File: config.mk
export PLATFORM = sky130hd
export DESIGN_NAME = lock_seq_ctrl
export DESIGN_NICKNAME = d
export VERILOG_FILES = /design/src/rtl/lock_seq_ctrl.sv
export SDC_FILE = /design/constraint.sdc
export NUM_CORES = 1
export LEC_CHECK = 0
export BUFFER_PORTS_ARGS = -buffer_cell sky130_fd_sc_hd__buf_2
export CORE_ASPECT_RATIO = 1.4
export CORE_MARGIN = 5
export CORE_UTILIZATION = 58
export CTS_CLUSTER_SIZE = 28
export DETAILED_ROUTE_END_ITERATION = 7
export PLACE_DENSITY_LB_ADDON = 0.2
export SLEW_MARGIN = 20
export SYNTH_ARGS = -nofsm -noshare
export SYNTH_HDL_FRONTEND = slang
export SYNTH_SLANG_ARGS = --single-unit
File: constraint.sdc
create_clock -name clk -period 5.8 [get_ports clk]
set_input_delay 0.58 -clock clk [delete_from_list [all_inputs] [get_ports clk]]
set_output_delay 0.58 -clock clk [all_outputs]
set_load 0.01 [all_outputs]
File: src/rtl/lock_seq_ctrl.sv
//==============================================================================
// Module   : lock_seq_ctrl
// Purpose  : Front-end sequencer for a digit-entry lock core. Synchronises and
//            debounces a raw enter button, forwards one digit per press to the
//            core, interprets the core's unlocked/error responses, counts
//            consecutive failures, enforces a timed lockout and forces a
//            relock after a bounded unlocked period.
// Ports    : clk           - single clock
//            reset         - asynchronous, active-high reset
//            enter_btn     - raw, asynchronous, bouncy button level
//            in_digit      - user digit (4 bits)
//            lock_unlocked - core unlocked indication
//            lock_error    - core error indication
//            core_enter    - one-cycle enter pulse to the core
//            core_digit    - registered digit presented to the core
//            core_reset    - one-cycle relock pulse to the core
//            lockout_led   - high while locked out
//            fail_count    - consecutive-failure count
//            state_leds    - current state encoding
// Revision : 1.0 - initial release
//==============================================================================
`default_nettype none

module lock_seq_ctrl #(
    parameter int DEB_CYCLES     = 4,
    parameter int MAX_FAILS      = 3,
    parameter int LOCKOUT_CYCLES = 1000,
    parameter int RELOCK_CYCLES  = 500,
    parameter int RESP_TIMEOUT   = 8
) (
    input  logic       clk,
    input  logic       reset,
    input  logic       enter_btn,
    input  logic [3:0] in_digit,
    input  logic       lock_unlocked,
    input  logic       lock_error,
    output logic       core_enter,
    output logic [3:0] core_digit,
    output logic       core_reset,
    output logic       lockout_led,
    output logic [1:0] fail_count,
    output logic [2:0] state_leds
);

    // Debounce counter only has to count up to DEB_CYCLES-1.
    localparam int              DEB_W    = (DEB_CYCLES > 1) ? $clog2(DEB_CYCLES) : 1;
    localparam logic [DEB_W-1:0] DEB_LAST = DEB_W'(DEB_CYCLES - 1);
    localparam logic [15:0]     RESP_T   = 16'(RESP_TIMEOUT);
    localparam logic [15:0]     LOCK_T   = 16'(LOCKOUT_CYCLES);
    localparam logic [15:0]     RELOCK_T = 16'(RELOCK_CYCLES);
    localparam logic [1:0]      MAX_F    = 2'(MAX_FAILS);

    typedef enum logic [2:0] {
        S_IDLE    = 3'b000,
        S_ISSUE   = 3'b001,
        S_WAIT    = 3'b010,
        S_OPEN    = 3'b011,
        S_LOCKOUT = 3'b100,
        S_RELOCK  = 3'b101
    } state_t;

    //--------------------------------------------------------------------------
    // Button synchroniser, debounce and rising-edge event
    //--------------------------------------------------------------------------
    logic             sync1_q;
    logic             sync2_q;
    logic             deb_q;
    logic [DEB_W-1:0] deb_cnt_q;
    logic             enter_evt_q;

    always_ff @(posedge clk or posedge reset) begin
        if (reset) begin
            sync1_q     <= 1'b0;
            sync2_q     <= 1'b0;
            deb_q       <= 1'b0;
            deb_cnt_q   <= '0;
            enter_evt_q <= 1'b0;
        end else begin
            sync1_q     <= enter_btn;
            sync2_q     <= sync1_q;
            enter_evt_q <= 1'b0;
            if (sync2_q != deb_q) begin
                // Accept the new level on the DEB_CYCLES-th consecutive
                // differing sample; the event fires only on a 0->1 change.
                if (deb_cnt_q == DEB_LAST) begin
                    deb_q       <= sync2_q;
                    deb_cnt_q   <= '0;
                    enter_evt_q <= sync2_q;
                end else begin
                    deb_cnt_q <= deb_cnt_q + DEB_W'(1);
                end
            end else begin
                // Any sample matching the accepted level restarts the count.
                deb_cnt_q <= '0;
            end
        end
    end

    //--------------------------------------------------------------------------
    // Sequencer FSM
    //--------------------------------------------------------------------------
    state_t      state_q, state_d;
    logic [15:0] timer_q, timer_d;
    logic [1:0]  fail_q,  fail_d;
    logic [3:0]  digit_q, digit_d;

    logic        timer_last;
    logic [1:0]  fail_inc;
    logic [15:0] timer_dec;

    // A timer value of 1 means this is the last cycle: the count reaches 0 on
    // the coming edge, so each timed state lasts exactly its loaded count.
    assign timer_last = (timer_q <= 16'd1);
    assign timer_dec  = timer_q - 16'd1;
    assign fail_inc   = (fail_q >= MAX_F) ? MAX_F : (fail_q + 2'd1);

    always_ff @(posedge clk or posedge reset) begin
        if (reset) begin
            state_q <= S_IDLE;
            timer_q <= '0;
            fail_q  <= '0;
            digit_q <= '0;
        end else begin
            state_q <= state_d;
            timer_q <= timer_d;
            fail_q  <= fail_d;
            digit_q <= digit_d;
        end
    end

    always_comb begin
        state_d = state_q;
        timer_d = timer_q;
        fail_d  = fail_q;
        digit_d = digit_q;
        case (state_q)
            S_IDLE: begin
                if (enter_evt_q) begin
                    digit_d = in_digit;
                    state_d = S_ISSUE;
                end
            end
            S_ISSUE: begin
                timer_d = RESP_T;
                state_d = S_WAIT;
            end
            S_WAIT: begin
                // Error outranks a simultaneous unlocked indication.
                if (lock_error) begin
                    fail_d = fail_inc;
                    if (fail_inc == MAX_F) begin
                        timer_d = LOCK_T;
                        state_d = S_LOCKOUT;
                    end else begin
                        timer_d = '0;
                        state_d = S_IDLE;
                    end
                end else if (lock_unlocked) begin
                    fail_d  = '0;
                    timer_d = RELOCK_T;
                    state_d = S_OPEN;
                end else if (timer_last) begin
                    // Silence from the core means the digit was accepted.
                    timer_d = '0;
                    state_d = S_IDLE;
                end else begin
                    timer_d = timer_dec;
                end
            end
            S_OPEN: begin
                if (enter_evt_q || timer_last) begin
                    timer_d = '0;
                    state_d = S_RELOCK;
                end else if (!lock_unlocked) begin
                    timer_d = '0;
                    state_d = S_IDLE;
                end else begin
                    timer_d = timer_dec;
                end
            end
            S_LOCKOUT: begin
                if (timer_last) begin
                    timer_d = '0;
                    fail_d  = '0;
                    state_d = S_RELOCK;
                end else begin
                    timer_d = timer_dec;
                end
            end
            S_RELOCK: begin
                state_d = S_IDLE;
            end
            default: begin
                timer_d = '0;
                state_d = S_IDLE;
            end
        endcase
    end

    // Moore outputs decoded from the state register; pulses last exactly the
    // single cycle spent in ISSUE / RELOCK.
    assign core_enter  = (state_q == S_ISSUE);
    assign core_reset  = (state_q == S_RELOCK);
    assign lockout_led = (state_q == S_LOCKOUT);
    assign core_digit  = digit_q;
    assign fail_count  = fail_q;
    assign state_leds  = state_q;

endmodule

`default_nettype wire

==> reports/qor.txt, run 1 <==
Post-synth top area share = 44.5%
GRT Overall Usage = 20.7%
Combinational fraction of design power = 44.4%
Later-pin clock latency in the skew report = 290 ps
# DRC = 0
Status = completed
Clock network power share = 19.7%
Peak supply drop = 0.000295 V
Root buffer cell = clkbuf_8
Die height = 74.8 µm
Port-buffer cells = 20
Final period util = 38.6%
Reg2Reg Launch Point = timer_q[1]
Pre-antenna DRT Iters = 4
Core Footprint = 0.00288 mm²
P_sw = 0.453 mW
Commonest non-fill, non-tap cell in the layout = dfrtp_1
Syn-to-layout area delta = 13.9%
Clk slew on worst S/H paths = 70 ps
Flop pwr share = 35.9%
Syn nets = 197
Clock skew = 7.77 ps
Nets = 219
Min-Delay Path Class = in -> async
Die Footprint = 0.00421 mm²
First-pass GRT wire length = 6820 µm
Number of antenna diodes = 0
Syn Area/Cell = 9.41 µm²
Post CTS Setup Buffer Count = 0
Slew Viols, Final = 0
# resized after CTS = 0
Crit path DAT = 2410 ps
Die Wd = 56.3 µm
Net Sw Frac = 41.1%
Setup TNS = 0 ps
# rows = 23
Longest Clk Path Bufs = 2
Syn Inst Count = 185
Initial drt markers = 64
DPL Wire Length = 2850 µm
Reg2reg end = timer_q[10]
Register-to-Register Path Depth = 7
Via Count = 1,511
Post-Syn Area = 0.00174 mm²
Pre-CTS setup slack = 3600 ps
Final wirelength = 3810 µm
Ys flop type = dfrtp_1
Clk sinks = 31
Layout cells sized above 1 = 20.2%
Num ports = 21
Yosys top cell by area = dfrtp_1
Yosys warning total = 0
Initial Util = 60.5%
Cts bufs inserted = 5
Area contributors post-synth = dfrtp_1 45%, nand2_1 3.7%, o21ai_0 3.4%
Reg-to-reg slack, setup = 3560 ps
Grt total ovfl = 0
Worst-path fanout max = 15
Fmax = 0.447 GHz
Endpoints failing setup = 0
Post-synthesis sequential area ratio = 44.5%
Kind of critical path = reg -> reg
Most frequent cells in the layout = 31 x dfrtp_1, 20 x buf_2, 17 x nand2_1
Critical path capture point type = flip-flop
Worst EP required = 5970 ps
RSZ-0062 raised after global routing = false
Max_slew headroom = 50.1%
Final hold vios = 0
Worst Setup Start Kind = flip-flop
Hold buffers post-CTS = 0
GP Congestion = 0.802
Pwr/cell area = 555 mW/mm²
Routed len/inst = 15.5 µm
Worst Setup Slack, final = 3560 ps
Slew of the pin with the lowest slew margin = 749 ps
Post-synthesis cell type count = 42
Post-synth EDFFs = 0
Asr flop ratio synth = 100%
Vias in the first global route = 1,556
Max cap viols = 0
FF+latch count, synth = 31
Filler cell count = 234
Leak Pwr = 0.942 nW
Final Critical Period = 2240 ps
CTS tree = yes
Largest net degree at the start of global routing = 26
Final Util = 68.9%
H-tree lvl count = 2
Pint = 0.648 mW
Vias per Instance = 6.17
Initial antenna violation count = 0
Remaining antenna violation count = 0
Tot Pwr = 1.10 mW
[layout make-up]
type | instances | area, µm² | area share [%]
well taps | 37 | 46.3 | 2.33
multi-input cells | 143 | 917 | 46.2
flip-flops and latches | 31 | 776 | 39.1
repair buffers | 21 | 108 | 5.43
inverters | 5 | 18.8 | 0.946
clock inverters | 2 | 35.0 | 1.77
clock buffers | 6 | 82.6 | 4.16
[critical path, cell delays in order (launching register included)]
cell and delay [ps]:
dfrtp_1 390, inv_1 110, ha_1 280, nor2_1 70, or3_4 400, o22ai_2 470
and2b_1 250, o21a_1 160
[state kept, by name, summed over array words and instances, names as in the netlist]
name,flops
timer_q,16
core_digit,4
state_leds,3
deb_cnt_q,2
fail_count,2
deb_q,1
enter_evt_q,1
sync1_q,1
sync2_q,1
[power groups by stage]
stage	clock [mW]	combinational [mW]	sequential (mW)
floorplan	0	0.384	0.373
global placement	0	0.466	0.390
detailed placement	0	0.489	0.397
CTS	0.222	0.491	0.394
global route	0.233	0.543	0.410
finish	0.216	0.489	0.396
[per-layer routing]
layer | wire, µm | GRT usage (%)
met5 | 0 | 0
met3 | 214 | 5.66
met1 | 1500 | 21.8
met4 | 132 | 12.9
met2 | 1960 | 36.7
[worst max path at each step]
stage                     start          end  slack [ps]  cells past startpoint
finish               timer_q[1]  timer_q[10]        3560                      7
global route         timer_q[1]  timer_q[14]        3390                      7
CTS                  timer_q[1]  timer_q[10]        3580                      7
detailed placement   timer_q[1]  timer_q[10]        3600                      7
global placement    timer_q[12]  timer_q[10]        3670                      5
floorplan            lock_error  timer_q[13]        3920                      7
[metrics by stage]
stage,instances,hold WS [ps],instance area (µm²)
final,245,199,1980
after floorplan,185,331,1740
after detailed placement,237,346,1870
after global placement,237,333,1870
after CTS,245,197,1980
after global routing,245,207,1980
[cells by family after synthesis]
logic type                 Yosys count  share of synthesized area, %
AOI/OAI and AO/OA                   53                          20.6
xor gates and xnor gates             6                          3.02
adders and majority gates            3                          2.16
buffers and inverters               11                          2.80
DFF                                 31                          44.5
muxes                                5                          3.16
and+or+nand+nor                     76                          23.7
[cells in the mapped netlist (3+ instances only)]
| cell type | instances |
|---|---|
| a21o_1 | 6 |
| ha_1 | 3 |
| o21ai_0 | 12 |
| inv_1 | 5 |
| clkbuf_1 | 5 |
| mux2_2 | 4 |
| o31ai_1 | 5 |
| or2_2 | 4 |
| nand2b_1 | 6 |
| nor3b_1 | 4 |
| nand3_1 | 3 |
| nor2_1 | 13 |
| dfrtp_1 | 31 |
| nor3_1 | 10 |
| a211oi_1 | 3 |
| nor2b_1 | 4 |
| nand2_1 | 17 |
| a211o_1 | 3 |
| a21oi_1 | 10 |
| xnor2_1 | 4 |
| nor4_1 | 5 |
Note: power is estimated with default switching activity, not from simulation.
==> run 2, diff against run 1 <==
--- a/config.mk
+++ b/config.mk
@@ -5,6 +5,7 @@
 export SDC_FILE = /design/constraint.sdc
 export NUM_CORES = 1
 export LEC_CHECK = 0
+export ABC_AREA = 1
 export BUFFER_PORTS_ARGS = -buffer_cell sky130_fd_sc_hd__buf_2
 export CORE_ASPECT_RATIO = 1.4
 export CORE_MARGIN = 5
==> constraint.sdc (replaced) <==
create_clock -name clk -period 2.1 [get_ports clk]
set_input_delay 0.21 -clock clk [delete_from_list [all_inputs] [get_ports clk]]
set_output_delay 0.21 -clock clk [all_outputs]
set_load 0.01 [all_outputs]
==> reports/qor.txt, run 2 <==
Final Critical Period = 1730 ps
DPL Wire Length = 3200 µm
WL met1 = 1680 µm
Sequential standard cell area = 776 µm²
Final period util = 82.4%
Crit path launch = timer_q[0]
Post-Syn Area = 0.00195 mm²
Met3 WL post-DR = 167 µm
Uppermost layer routed = met4
Net Sw Frac = 48.9%
Max_slew headroom = 75.0%
Yosys top cell by area = dfrtp_1
Delay-heaviest family, CP = simple AND/OR/NAND/NOR gates
Root buffer cell = clkbuf_8
Peak supply drop = 0.00102 V
Number of antenna diodes = 0
Most Frequent Cell on Critical Path = nand2_4
WP buf/inv = 1
Via Count = 1,698
Setup TNS = 0 ps
Initial drt markers = 56
H-tree lvl count = 2
Combinational fraction of design power = 56.9%
Vias per Instance = 5.18
Max reg flops = 16
Remaining antenna violation count = 0
Yosys warning total = 0
Synth cell count leaders = 85 x nand2_1, 31 x dfrtp_1, 30 x inv_1
Largest net degree at the start of global routing = 32
# rows = 25
Clk sinks = 31
Final hold vios = 0
Worst Setup Start Kind = flip-flop
Vias in the first global route = 1,727
CP max-delay cell = dfrtp_1
Count leader, synth = nand2_1
Worst-path fanout max = 10
Later-pin clock latency in the skew report = 290 ps
Final instance area = 0.00221 mm²
Syn Inst Count = 258
First-pass GRT wire length = 7630 µm
Port-buffer cells = 20
Pre-antenna DRT Iters = 4
Asr flop ratio synth = 100%
Hold slack = 25.4 ps
GRT Overall Usage = 21.5%
Grt total ovfl = 0
Pwr/cell area = 1580 mW/mm²
Syn Area/Cell = 7.58 µm²
FF+latch count, synth = 31
Cts bufs inserted = 5
Clock network power share = 13.3%
Reg-to-reg slack, setup = 370 ps
Register-to-Register Path Depth = 9
Post-synth EDFFs = 0
# DRC = 0
Most frequent cells in the layout = 85 x nand2_1, 31 x dfrtp_1, 30 x inv_1
Post-place instance area = 0.00211 mm²
Post-synthesis sequential area ratio = 39.7%
Longest Clk Path Bufs = 2
Core Footprint = 0.00332 mm²
P_sw = 1.71 mW
Num ports = 21
Clk slew on worst S/H paths = 70 ps
Most flop-heavy register = timer_q
Commonest non-fill, non-tap cell in the layout = nand2_1
Endpoints failing setup = 0
Post-synthesis cell type count = 28
Final wirelength = 4040 µm
Filler cell count = 288
Syn nets = 270
Reg2reg end = timer_q[0]
Ys flop type = dfrtp_1
Status = completed
Pint = 1.78 mW
Crit path DAT = 1900 ps
GP Congestion = 0.982
Slew Viols, Final = 0
Die height = 78.7 µm
Max cap viols = 0
Post-synth top area share = 39.7%
Area contributors post-synth = dfrtp_1 40%, nand2_1 16%, inv_1 5.8%
Syn-to-layout area delta = 13.3%
Die Footprint = 0.00465 mm²
Initial Util = 58.9%
Tot Pwr = 3.49 mW
Crit path cell chain = inv_1, ha_1, o21ai_2, nor2_4, nand2_4, nand2_4, nand3_4, nand2_1, o21ai_1
Nets = 299
Multi-input gate area = 0.00105 mm²
Critical path capture point type = flip-flop
Cell count along the critical path = 9
Slew of the pin with the lowest slew margin = 376 ps
Reg2Reg Launch Point = timer_q[0]
Worst Setup EP = timer_q[0]
CTS tree = yes
Kind of critical path = reg -> reg
Min-Delay Path Class = in -> reg
Leak Pwr = 1.18 nW
Routed met2 length = 2020 µm
Routed len/inst = 12.3 µm
Flop pwr share = 29.7%
CP peak stage delay = 400 ps
Fmax = 0.578 GHz
Die Wd = 59.1 µm
RSZ-0062 raised after global routing = false
Worst EP required = 2270 ps
Clock skew = 8.70 ps
Initial antenna violation count = 0
Layout cells sized above 1 = 22.2%
[run 2: cell types whose count changed after synthesis, sizes merged, moves of 6 or more]
cell,previous run,this run
nor2,14,38
nand3,3,22
inv,5,34
a21oi,10,3
nand2b,6,0
a21o,6,0
nand2,17,92
nor3,11,3
[run 2: power by group through the flow]
stage                     logic [mW]  clock network, mW  registers (mW)
after floorplan                 1.54                  0            1.04
after global routing            2.29              0.515            1.08
after global placement          1.96                  0            1.04
after CTS                       2.01              0.482            1.04
final                           1.99              0.466            1.04
after detailed placement        1.99                  0            1.05
[run 2: stage by stage]
stage                     util [%]  setup slack (ps)  instances
after floorplan                  -               584        258
after global placement        63.8               479        319
after detailed placement      63.8               377        319
after CTS                     66.8               352        328
after global routing          66.8               209        328
final                         66.8               369        328
[run 2: kinds of logic after synthesis]
kind of cell / Yosys count / synth area share, %
AND/OR/NAND/NOR: 159 / 40.3
buffers and inverters: 35 / 6.79
XOR/XNOR: 9 / 4.03
multiplexers: 4 / 2.30
AO/OA/AOI/OAI: 17 / 4.93
flip-flops: 31 / 39.7
adder cells (fa/ha/maj): 3 / 1.92
[run 2: worst min-delay path by stage]
stage / slack (ps) / cells after the start / from / endpoint
2_1_floorplan: 240 / 0 / enter_btn / sync1_q
3_3_place_gp: 300 / 3 / reset / timer_q[14]
3_5_place_dp: 310 / 3 / reset / timer_q[15]
4_1_cts: 10 / 1 / enter_btn / sync1_q
5_1_grt: 20 / 1 / enter_btn / sync1_q
6_report: 30 / 1 / enter_btn / sync1_q
[run 2: metal layers]
metal | vias up | GRT usage (%)
li1 | 854 | -
met1 | 786 | 25.9
met2 | 41 | 34.5
met3 | 17 | 4.61
met4 | 0 | 12.7
met5 | - | 0
[run 2: what timing repair did]
item                       4_1_cts  5_1_grt
gates resized for setup          0        0
hold endpoints to repair        10        0
buffers inserted                 0        0
setup endpoints to repair        0        0
hold buffers                     1        0
[run 2: final cells by class]
type | instances | share of cell area [%]
clock inverter | 3 | 0.904
timing repair buffer | 23 | 5.65
multi-input combinational | 192 | 47.3
sequential | 31 | 35.0
inverter | 34 | 5.77
clock buffer | 5 | 3.11
tap | 40 | 2.26
==> run 3, diff against run 2 <==
--- a/config.mk
+++ b/config.mk
@@ -9,7 +9,7 @@
 export BUFFER_PORTS_ARGS = -buffer_cell sky130_fd_sc_hd__buf_2
 export CORE_ASPECT_RATIO = 1.4
 export CORE_MARGIN = 5
-export CORE_UTILIZATION = 58
+export CORE_UTILIZATION = 53
 export CTS_CLUSTER_SIZE = 28
 export DETAILED_ROUTE_END_ITERATION = 7
 export PLACE_DENSITY_LB_ADDON = 0.2
==> constraint.sdc (replaced) <==
create_clock -name clk -period 1.4 [get_ports clk]
set_input_delay 0.14 -clock clk [delete_from_list [all_inputs] [get_ports clk]]
set_output_delay 0.14 -clock clk [all_outputs]
set_load 0.01 [all_outputs]
==> reports/qor.txt, run 3 (same netlist as run 2, synthesis figures left out) <==
Most flop-heavy register = timer_q
Port-buffer cells = 20
Endpoints failing setup = 20
CP max-delay cell = dfrtp_1
Max cap viols = 0
Peak supply drop = 0.00156 V
# DRC = 0
DPL Wire Length = 3510 µm
Violated checks = setup timing
Worst-path fanout max = 6
Worst Setup Start Kind = flip-flop
Clk slew on worst S/H paths = 80 ps
Combinational fraction of design power = 64.4%
Min-Delay Path Class = in -> reg
Delay-heaviest family, CP = simple AND/OR/NAND/NOR gates
Commonest non-fill, non-tap cell in the layout = nand2_1
Clock network power share = 11.9%
Worst Setup Slack, final = -151 ps
Sequential standard cell area = 776 µm²
Final Util = 72.6%
Clk sinks = 31
Most Frequent Cell on Critical Path = nand2_1
Final instance area = 0.00262 mm²
Most frequent cells in the layout = 78 x nand2_1, 37 x buf_4, 31 x dfrtp_1
Die height = 81.9 µm
Crit path DAT = 1730 ps
Flop pwr share = 23.6%
Largest net degree at the start of global routing = 32
Vias per Instance = 5.00
Fmax = 0.645 GHz
Pre-CTS setup slack = -155 ps
Longest Clk Path Bufs = 2
Pre-antenna DRT Iters = 4
Critical path capture point type = flip-flop
Leak Pwr = 1.40 nW
Final wirelength = 4880 µm
GP Congestion = 0.867
Clock skew = 6.75 ps
Pint = 3.29 mW
WP buf/inv = 1
Register-to-Register Path Depth = 10
Number of antenna diodes = 0
Final hold vios = 0
GRT Overall Usage = 21.7%
Net Sw Frac = 47.4%
Via Count = 1,841
Initial drt markers = 74
Slew of the pin with the lowest slew margin = 390 ps
H-tree lvl count = 2
Cts bufs inserted = 5
Core Footprint = 0.00361 mm²
Crit path cell chain = inv_2, ha_4, o21ai_4, nor2_4, nand2_4, nand3_4, nand2_1, nor2_1, nand2_1, nand2_1
Remaining antenna violation count = 0
Setup TNS = -2460 ps
Status = complete, but fails checks
Cell count of the worst hold path = 2
Die Footprint = 0.00502 mm²
Num ports = 21
Nets = 337
Max_slew headroom = 74.0%
Initial Util = 54.1%
Syn-to-layout area delta = 34.1%
Slew Viols, Final = 0
CP peak stage delay = 410 ps
Placed insts = 351
Vias in the first global route = 1,826
Non-filler cells, final = 368
Filler cell count = 301
Pwr/cell area = 2390 mW/mm²
Hold slack = 77.7 ps
First-pass GRT wire length = 8090 µm
Max reg flops = 16
Multi-input gate area = 0.00115 mm²
Routed len/inst = 13.3 µm
Post-place instance area = 0.00237 mm²
P_sw = 2.97 mW
Later-pin clock latency in the skew report = 290 ps
Die Wd = 61.3 µm
Grt total ovfl = 0
Kind of critical path = reg -> reg
Root buffer cell = clkbuf_8
Cell count along the critical path = 10
Tot Pwr = 6.25 mW
Initial antenna violation count = 0
CTS tree = yes
Worst EP required = 1580 ps
RSZ-0062 raised after global routing = true
Final Critical Period = 1550 ps
# rows = 26
Layout cells sized above 1 = 36.2%
Final period util = 111%
-- run 3: cell count changes in the layout (fill, tap and decap cells not counted), sizes merged --
cell	previous run	this run
clkinv	1	0
inv	34	35
dlygate4sd3	1	2
buf	22	58
nand3	22	23
-- run 3: routing by layer --
layer  wire length (µm)  track usage, %  vias to the layer above
met2               2680            38.6                       32
met1               1980            25.6                      865
met3                145            4.25                       10
met4                 76            6.94                        0
li1                   -               -                      934
met5                  0               0                        -
-- run 3: path summary, 6_finish.rpt --
path,slack [ps],to,from
worst max-delay path,-150,state_leds[0],timer_q[0]
worst max register to register,-150,state_leds[0],timer_q[0]
worst min-delay path,80,core_digit[3],in_digit[3]
worst min register to register,360,sync2_q,sync1_q
min in group asynchronous,460,timer_q[11],reset
max in group asynchronous,650,timer_q[4],reset
-- run 3: layout make-up --
class,instances,area share [%]
Inverter,34,4.87
Multi-Input combinational cell,193,44.1
Tap cell,42,2.00
Sequential cell,31,29.6
Timing Repair Buffer,60,15.9
Clock inverter,3,0.907
Clock buffer,5,2.63
-- run 3: repair_timing --
item	in CTS	in global routing
hold buffers	2	0
endpoints found under the hold margin	32	0
setup buffers	2	4
gates cloned	1	0
pin swaps	12	6
resized for setup	6	12
endpoints found under the setup margin	21	27
-- run 3: power by group through the flow --
| stage | sequential (mW) | combinational (mW) | clock, mW |
|---|---|---|---|
| finish | 1.48 | 4.03 | 0.746 |
| global route | 1.52 | 4.47 | 0.793 |
| global placement | 1.47 | 3.62 | 0 |
| CTS | 1.47 | 3.86 | 0.754 |
| floorplan | 1.56 | 2.34 | 0 |
| detailed placement | 1.48 | 3.67 | 0 |
